$ cat src/rtl/cla_pkg.sv
// ---------------------------------------------------------------------------
// cla_pkg
//   Shared constants and elaboration helpers for the pipelined carry-lookahead
//   adder.
//   Contents:
//     GROUP_W      width of one carry-lookahead group (bits)
//     clog2()      ceiling log2 for sizing index fields
//     stage_count  pipeline depth for a given operand width and groups/stage
// ---------------------------------------------------------------------------
package cla_pkg;

    localparam int GROUP_W = 4;

    function automatic int clog2(input int value);
        int result;
        result = 0;
        while ((1 << result) < value) begin
            result = result + 1;
        end
        return result;
    endfunction

    function automatic int stage_count(input int width, input int gps);
        return width / (GROUP_W * gps);
    endfunction

endpackage : cla_pkg

$ cat src/rtl/cla_pipe_adder_group4.sv
// ---------------------------------------------------------------------------
// cla_group4
//   Combinational 4-bit carry-lookahead group. Every internal carry is a
//   flat sum of products of generate/propagate terms, so no carry ripples
//   through the group.
//   Ports:
//     a, b    [3:0]  operand bits of this group
//     c_in           carry into bit 0 of the group
//     s       [3:0]  sum bits
//     c_out          carry out of bit 3
//     p_grp          group propagate (AND of bit propagates)
//     g_grp          group generate
//     c_msb          carry into bit 3 (used for signed overflow at the top)
// ---------------------------------------------------------------------------
module cla_group4
    import cla_pkg::*;
(
    input  logic [GROUP_W-1:0] a,
    input  logic [GROUP_W-1:0] b,
    input  logic               c_in,
    output logic [GROUP_W-1:0] s,
    output logic               c_out,
    output logic               p_grp,
    output logic               g_grp,
    output logic               c_msb
);

    logic [GROUP_W-1:0] w_p;
    logic [GROUP_W-1:0] w_g;
    logic [GROUP_W-1:0] w_c;

    assign w_p = a ^ b;
    assign w_g = a & b;

    // Each carry is expanded directly from c_in rather than from the previous
    // carry so the depth stays two levels regardless of bit position.
    assign w_c[0] = c_in;
    assign w_c[1] = w_g[0] | (w_p[0] & c_in);
    assign w_c[2] = w_g[1] | (w_p[1] & w_g[0]) | (w_p[1] & w_p[0] & c_in);
    assign w_c[3] = w_g[2] | (w_p[2] & w_g[1]) | (w_p[2] & w_p[1] & w_g[0])
                  | (w_p[2] & w_p[1] & w_p[0] & c_in);

    assign p_grp = &w_p;
    assign g_grp = w_g[3] | (w_p[3] & w_g[2]) | (w_p[3] & w_p[2] & w_g[1])
                 | (w_p[3] & w_p[2] & w_p[1] & w_g[0]);

    assign s     = w_p ^ w_c;
    assign c_out = g_grp | (p_grp & c_in);
    assign c_msb = w_c[3];

endmodule : cla_group4

$ cat src/rtl/cla_pipe_adder.sv
// ---------------------------------------------------------------------------
// cla_pipe_adder
//   Pipelined adder/subtractor built from 4-bit carry-lookahead groups.
//   Stage k resolves groups k*GPS .. (k+1)*GPS-1 and hands its slice carry to
//   stage k+1 through a register. Valid/ready on both sides; empty stages
//   always load so bubbles collapse, and in_ready is combinational from
//   out_ready through the advance chain.
//   Parameters:
//     WIDTH  operand/result width, multiple of 4*GPS
//     GPS    4-bit groups resolved per stage
//   Ports:
//     clk, rst             clock, asynchronous active-high reset
//     in_valid / in_ready  operand handshake
//     a, b, cin, sub       operands; sub=1 computes a-b and ignores cin
//     out_valid/out_ready  result handshake
//     sum, cout, ovf       result, unsigned carry out, signed overflow
// ---------------------------------------------------------------------------
module cla_pipe_adder
    import cla_pkg::*;
#(
    parameter int WIDTH = 32,
    parameter int GPS   = 2
) (
    input  logic             clk,
    input  logic             rst,
    input  logic             in_valid,
    output logic             in_ready,
    input  logic [WIDTH-1:0] a,
    input  logic [WIDTH-1:0] b,
    input  logic             cin,
    input  logic             sub,
    output logic             out_valid,
    input  logic             out_ready,
    output logic [WIDTH-1:0] sum,
    output logic             cout,
    output logic             ovf
);

    localparam int SLICE_W = GROUP_W * GPS;
    localparam int STAGES  = stage_count(WIDTH, GPS);

    if ((GPS < 1) || (WIDTH % SLICE_W != 0)) begin : g_param_check
        $error("cla_pipe_adder: WIDTH (%0d) must be a multiple of 4*GPS (%0d)",
               WIDTH, SLICE_W);
    end

    // Per-stage registers: operands travel with the partial sum so later
    // stages can finish the upper slices.
    logic [WIDTH-1:0]  r_a [STAGES];
    logic [WIDTH-1:0]  r_b [STAGES];
    logic [WIDTH-1:0]  r_s [STAGES];
    logic [STAGES-1:0] r_v;
    logic [STAGES-1:0] r_c;
    logic [STAGES-1:0] r_sub;
    logic              r_ovf;

    // Values each stage would capture this cycle.
    logic [WIDTH-1:0]  w_a_nx [STAGES];
    logic [WIDTH-1:0]  w_b_nx [STAGES];
    logic [WIDTH-1:0]  w_s_nx [STAGES];
    logic [STAGES-1:0] w_v_in;
    logic [STAGES-1:0] w_c_nx;
    logic [STAGES-1:0] w_sub_nx;
    logic              w_ovf_nx;

    logic [STAGES-1:0] w_adv;
    logic [STAGES-1:0] w_load;

    // Advance chain, evaluated from the output backwards: a stage moves on
    // when it holds a beat and its successor is empty or itself moving.
    // NOTE: every combinational output gets a default before the loop so no
    // path leaves it unassigned and no latch is inferred.
    always_comb begin
        w_adv = '0;
        w_adv[STAGES-1] = r_v[STAGES-1] & out_ready;
        for (int k = STAGES - 2; k >= 0; k--) begin
            w_adv[k] = r_v[k] & (~r_v[k+1] | w_adv[k+1]);
        end
    end

    assign w_load   = ~r_v | w_adv;
    assign in_ready = w_load[0];

    for (genvar k = 0; k < STAGES; k++) begin : g_stage
        logic [WIDTH-1:0]   w_a_in;
        logic [WIDTH-1:0]   w_b_in;
        logic [WIDTH-1:0]   w_s_in;
        logic               w_c_in;
        logic               w_sub_in;
        logic [GPS-1:0]     w_gp;
        logic [GPS-1:0]     w_gg;
        logic [GPS-1:0]     w_cg;
        logic [GPS-1:0]     w_cout;
        logic [GPS-1:0]     w_cmsb;
        logic [SLICE_W-1:0] w_slice;
        logic [WIDTH-1:0]   w_s_merge;
        logic               w_acc;
        logic               w_term;
        logic               w_unused_grp;

        if (k == 0) begin : g_first
            // Subtraction is a + ~b + 1; the inversion is captured here so
            // later stages never need to look at sub.
            assign w_a_in    = a;
            assign w_b_in    = sub ? ~b : b;
            assign w_s_in    = '0;
            assign w_c_in    = sub | cin;
            assign w_sub_in  = sub;
            assign w_v_in[k] = in_valid;
        end else begin : g_next
            assign w_a_in    = r_a[k-1];
            assign w_b_in    = r_b[k-1];
            assign w_s_in    = r_s[k-1];
            assign w_c_in    = r_c[k-1];
            assign w_sub_in  = r_sub[k-1];
            assign w_v_in[k] = r_v[k-1];
        end

        // Group-level lookahead: carry into group j is
        // G[j-1] | P[j-1]G[j-2] | ... | P[j-1..0]c_in, fully expanded.
        always_comb begin
            w_cg   = '0;
            w_acc  = 1'b0;
            w_term = 1'b0;
            w_cg[0] = w_c_in;
            for (int j = 1; j < GPS; j++) begin
                w_acc = w_c_in;
                for (int i = 0; i < j; i++) begin
                    w_acc = w_acc & w_gp[i];
                end
                for (int i = 0; i < j; i++) begin
                    w_term = w_gg[i];
                    for (int m = i + 1; m < j; m++) begin
                        w_term = w_term & w_gp[m];
                    end
                    w_acc = w_acc | w_term;
                end
                w_cg[j] = w_acc;
            end
        end

        for (genvar j = 0; j < GPS; j++) begin : g_grp
            cla_group4 u_grp (
                .a     (w_a_in[(k*GPS + j)*GROUP_W +: GROUP_W]),
                .b     (w_b_in[(k*GPS + j)*GROUP_W +: GROUP_W]),
                .c_in  (w_cg[j]),
                .s     (w_slice[j*GROUP_W +: GROUP_W]),
                .c_out (w_cout[j]),
                .p_grp (w_gp[j]),
                .g_grp (w_gg[j]),
                .c_msb (w_cmsb[j])
            );
        end

        always_comb begin
            w_s_merge = w_s_in;
            w_s_merge[k*SLICE_W +: SLICE_W] = w_slice;
        end

        assign w_a_nx[k]   = w_a_in;
        assign w_b_nx[k]   = w_b_in;
        assign w_s_nx[k]   = w_s_merge;
        assign w_c_nx[k]   = w_cout[GPS-1];
        assign w_sub_nx[k] = w_sub_in;

        // Only the top group of the last stage feeds overflow; lower group
        // carry-outs are already folded into the lookahead terms.
        assign w_unused_grp = ^{w_cout, w_cmsb};

        if (k == STAGES - 1) begin : g_ovf
            assign w_ovf_nx = w_cmsb[GPS-1] ^ w_cout[GPS-1];
        end
    end

    // NOTE: state registers use non-blocking assignments so every stage
    // samples its predecessor's pre-edge value.
    always_ff @(posedge clk or posedge rst) begin
        if (rst) begin
            // NOTE: the data arrays are reset along with the valid bits so
            // sum/cout/ovf read 0 after reset instead of stale operands.
            r_v   <= '0;
            r_c   <= '0;
            r_sub <= '0;
            r_ovf <= 1'b0;
            for (int k = 0; k < STAGES; k++) begin
                r_a[k] <= '0;
                r_b[k] <= '0;
                r_s[k] <= '0;
            end
        end else begin
            for (int k = 0; k < STAGES; k++) begin
                if (w_load[k]) begin
                    r_v[k] <= w_v_in[k];
                    // Bubbles move the valid bit only; data holds.
                    if (w_v_in[k]) begin
                        r_a[k]   <= w_a_nx[k];
                        r_b[k]   <= w_b_nx[k];
                        r_s[k]   <= w_s_nx[k];
                        r_c[k]   <= w_c_nx[k];
                        r_sub[k] <= w_sub_nx[k];
                    end
                end
            end
            if (w_load[STAGES-1] && w_v_in[STAGES-1]) begin
                r_ovf <= w_ovf_nx;
            end
        end
    end

    // The last stage's operand copies and the sub flag are carried for
    // alignment/debug; nothing downstream consumes them.
    logic w_unused_regs;
    assign w_unused_regs = ^{r_sub, r_a[STAGES-1], r_b[STAGES-1]};

    assign out_valid = r_v[STAGES-1];
    assign sum       = r_s[STAGES-1];
    assign cout      = r_c[STAGES-1];
    assign ovf       = r_ovf;

endmodule : cla_pipe_adder

$ cat config.mk
export PLATFORM = sky130hd
export DESIGN_NAME = cla_pipe_adder
export DESIGN_NICKNAME = d
export VERILOG_FILES = /design/src/rtl/cla_pkg.sv /design/src/rtl/cla_pipe_adder_group4.sv /design/src/rtl/cla_pipe_adder.sv
export SDC_FILE = /design/constraint.sdc
export NUM_CORES = 1
export LEC_CHECK = 0
export ABC_AREA = 1
export CORE_MARGIN = 3
export CORE_UTILIZATION = 50
export CTS_BUF_LIST = sky130_fd_sc_hd__clkbuf_8
export DETAILED_ROUTE_END_ITERATION = 8
export PLACE_DENSITY = 0.72
export SLEW_MARGIN = 25
export SYNTH_ARGS = -nofsm -noshare
export SYNTH_HDL_FRONTEND = slang
export SYNTH_HIERARCHICAL = 1
export SYNTH_SLANG_ARGS = --single-unit
$ cat constraint.sdc
create_clock -name clk -period 9.2 [get_ports clk]
set_input_delay 1.84 -clock clk [delete_from_list [all_inputs] [get_ports clk]]
set_output_delay 1.84 -clock clk [all_outputs]
set_load 0.01 [all_outputs]
; Word level (Yosys, flattened, before mapping)
; Index checks and enable logic that the tools add are counted.
[word_totals]
ff_bits = 281
out_inout_bits = 36
wordCells = 272
[classes]
n_mux = 1
bitwise_logic = 239
n_reduce_logical = 13
[op_table]
columns = cell, count
row1 = bitwise AND 1 bit, 124
row2 = OR 1 bit, 84
row3 = bitwise XOR 4 bit, 16
row4 = bitwise AND 4 bit, 8
row5 = 2-to-1 mux 32 bit, 1
row6 = inverter 32 bit, 1
row7 = AND reduction 4 bit, 8
row8 = AND reduction 2 bit, 4
row9 = inverter 4 bit, 1
row10 = OR 4 bit, 1
row11 = inverter 1 bit, 3
row12 = logical AND 1 bit, 1
row13 = bitwise XOR 1 bit, 1

; Depth between registers and ports, before layout
[depth]
depth_word = 11
mapped_depth = 15
mapped_depth_nobuf = 13

; By module
; The synthesis kept the hierarchy.
[modules_own_cells]
columns = module, n_inst, cells_per_inst, area_per_inst_um2, seq_area_each_um2
row1 = cla_pipe_adder, 1, 838, 7512.2, 4629.4
row2 = cla_group4 at g_stage[0].g_grp[0].u_grp ..., 3, 37, 220.2, 0.0
row3 = cla_group4 at g_stage[1].g_grp[1].u_grp ..., 3, 33, 212.7, 0.0
row4 = cla_group4 at g_stage[3].g_grp[0].u_grp, 1, 33, 207.7, 0.0
row5 = cla_group4 at g_stage[3].g_grp[1].u_grp, 1, 33, 205.2, 0.0

; Worst setup path after synthesis
; No wires, ideal clock.
[synth_path]
path_type = input-to-output
from = input port out_ready
to = output port in_ready
t_arrival_ps = 2325
required_ps = 7360
setup_slack_ps = 5035
path_stages = 3
path_buffers = 1
cell_sequence = nor2_4 -> nand4_2 -> clkbuf_1
[synth_via]
elab_chain_cells = 8
[synth_rtl]
columns = item, line_no
row1 = start: declaration, cla_pipe_adder.sv:33  ; input logic out_ready,
row2 = bitwise AND 1 bit, cla_pipe_adder.sv:75  ; w_adv[STAGES-1] = r_v[STAGES-1] & out_ready;
row3 = OR 1 bit, cla_pipe_adder.sv:77  ; w_adv[k] = r_v[k] & (~r_v[k+1] | w_adv[k+1]);
row4 = bitwise AND 1 bit, cla_pipe_adder.sv:77
row5 = OR 1 bit, cla_pipe_adder.sv:77
row6 = bitwise AND 1 bit, cla_pipe_adder.sv:77
row7 = OR 1 bit, cla_pipe_adder.sv:77
row8 = bitwise AND 1 bit, cla_pipe_adder.sv:77
row9 = OR 4 bit, cla_pipe_adder.sv:81  ; assign w_load = ~r_v | w_adv;
row10 = end: declaration, cla_pipe_adder.sv:27  ; output logic in_ready,
; Every way passes these cells.

; Final worst setup path
; Ends and elaborated chain as after synthesis.

==> flow_metrics.env <==
export IMPL_grt_pass1_vias=6598
export IMPL_vias=7036
export IMPL_dieArea_um2=20010
export IMPL_post_dp_cell_area_um2=10330
export IMPL_cts_hold_buf=0
export IMPL_chipHeight_um=141.5
export IMPL_drv_slew=0
export IMPL_path_max_fanout=60
export IMPL_leakage_uw=0.005806
export IMPL_worstPathArrival_ns=3.66
export IMPL_setup_viol=0
export IMPL_ant_nets=0
export IMPL_ctsRootBufferMaster="clkbuf_8"
export IMPL_route_detailed_drc=0
export IMPL_reg2reg_to="g_stage[1].w_b_in[29]"
export IMPL_grt_max_degree=86
export IMPL_hold_viol=0
export IMPL_hold_class="reg -> reg"
export IMPL_relSlewSlack=0.4049
export IMPL_regArea_um2=4629
export IMPL_first_iter_violations=472
export IMPL_post_cts_setup_buffers=0
export IMPL_finalCritPeriodShare=0.5976
export IMPL_cp_start_kind="input port"
export IMPL_grt_usage=0.1906
export IMPL_ir_worst_vdd_mv=0.1759
export IMPL_dp_slack_ns=3.683
export IMPL_grt_pass1_wl_um=31480
export IMPL_clkTransAtPathRegs_ns=0.10
export IMPL_antenna_found_initial=0
export IMPL_drive_gt1_frac=0.07873
export IMPL_worst_slack_ns=3.703
export IMPL_cts_path_max_buffers=2
export IMPL_ios=106
export IMPL_min_from="g_stage[3].w_s_in[3]"
export IMPL_port_buffers=105
export IMPL_place_congestion=0.8505
export IMPL_core_area_um2=17600
export IMPL_final_area_um2=10720
export IMPL_wire_per_inst_um=12.75
export IMPL_stdcell_count=1419
export IMPL_r2r_cells=7
export IMPL_dr_pass1_iters=6
export IMPL_clock_sinks=185
export IMPL_num_rows=48
export IMPL_synthCells=1102
export IMPL_overflow=0
export IMPL_cts_inserted_buffers=17
export IMPL_multi_input_area_um2=4138
export IMPL_hpwl_um=12730
export IMPL_p_total_uw=3023
export IMPL_skew_ns=0.01425
export IMPL_maxCapViolations=0
export IMPL_rsz0062_at_grt="false"
export IMPL_ys_warn_count=6
export IMPL_worst_pin_slew_ns=0.8927
export IMPL_cts_resized=0
export IMPL_post_place_cells=1387
export IMPL_syn_avg_cell_area_um2=8.325
export IMPL_insertion_delay_ns=0.46
export IMPL_status="complete, no violations"
export IMPL_diodes=0
export IMPL_r2r_start="r_v[0]"
export IMPL_start_util=0.5213
export IMPL_hold_path_depth=2
export IMPL_num_fill_cells=1610
export IMPL_area_growth_pct=16.89
export IMPL_vias_per_cell=4.958
export IMPL_end_kind="output pin"
export IMPL_syn_cell_area_um2=9174
export IMPL_worstSetupPathType="in -> out"
export IMPL_synthesis_nets=1212
export IMPL_h_tree_depth=4
export IMPL_power_density_nw_per_um2=282.0
export IMPL_final_setup_tns_ns=0
export IMPL_regToRegSetupSlack_ns=6.75
export IMPL_final_nets=1291
export IMPL_whs_endpoint="sum[3]"
export IMPL_cp_data_required_time_ns=7.36
export IMPL_drt_wl_total_um=18100
export IMPL_die_w_um=141.5
export IMPL_period_needed_ns=5.497
export IMPL_cts_tree="done"
export IMPL_timing_fmax_mhz=181.9
==> final cells by class <==
cell class | instances | area share
Sequential cell | 185 | 0.4317
Multi-Input combinational cell | 820 | 0.3859
Timing Repair Buffer | 117 | 0.1055
Tap cell | 225 | 0.02625
Clock buffer | 18 | 0.02310
Inverter | 40 | 0.01447
Clock inverter | 14 | 0.01307
==> routing by layer <==
metal	up-vias	track usage	part of all wire
met1	3202	0.2905	0.52
li1	3661	-	-
met2	158	0.2842	0.42
met4	0	0.05000	0.0098
met5	-	0	0
met3	15	0.03337	0.045
==> flip-flops by register name, indices dropped and copies added (netlist names) <==
register	count
ovf	1
g_stage.w_a_in	48
g_stage.w_s_in	48
sum	32
r_v	4
g_stage.w_b_in	48
r_c	4
==> how the worst max path moves through the flow <==
stage,startpoint,end
floorplan,rst,g_stage[1].w_a_in[10]
global placement,out_ready,in_ready
detailed placement,out_ready,in_ready
CTS,out_ready,in_ready
global route,out_ready,in_ready
finish,out_ready,in_ready
==> stage by stage <==
stage | util | hold WS [ns]
6_report | 0.6094 | 0.4771
5_1_grt | 0.6094 | 0.4967
4_1_cts | 0.6094 | 0.4775
3_5_place_dp | 0.5873 | 0.4572
3_3_place_gp | 0.5873 | 0.4532
2_1_floorplan | - | 0.4422
==> power by group <==
group | switching (uW) | internal [uW]
sequential | 181 | 1100
combinational | 707 | 510
clock | 299 | 228
==> cell usage in the layout (no fill, tap or decap), drive strengths merged <==
cell type        n
a21o             4
a21oi            8
buf             14
bufinv           1
clkbuf          18
clkdlybuf4s50  103
clkinv           3
clkinvlp         3
dfrtp          185
fa               8
ha              32
inv             47
nand2          497
nand3          176
nand4            9
nor2            26
o21ai            2
o21bai           8
or2              9
xnor2            4
xor2            37
==> critical path: stages <==
cell and delay (ns):
clkdlybuf4s50_1 0.51, nor2_4 0.07, nand4_2 0.06, buf_4 0.49, clkdlybuf4s50_1 0.65
Power figures use the tool's default switching activity.
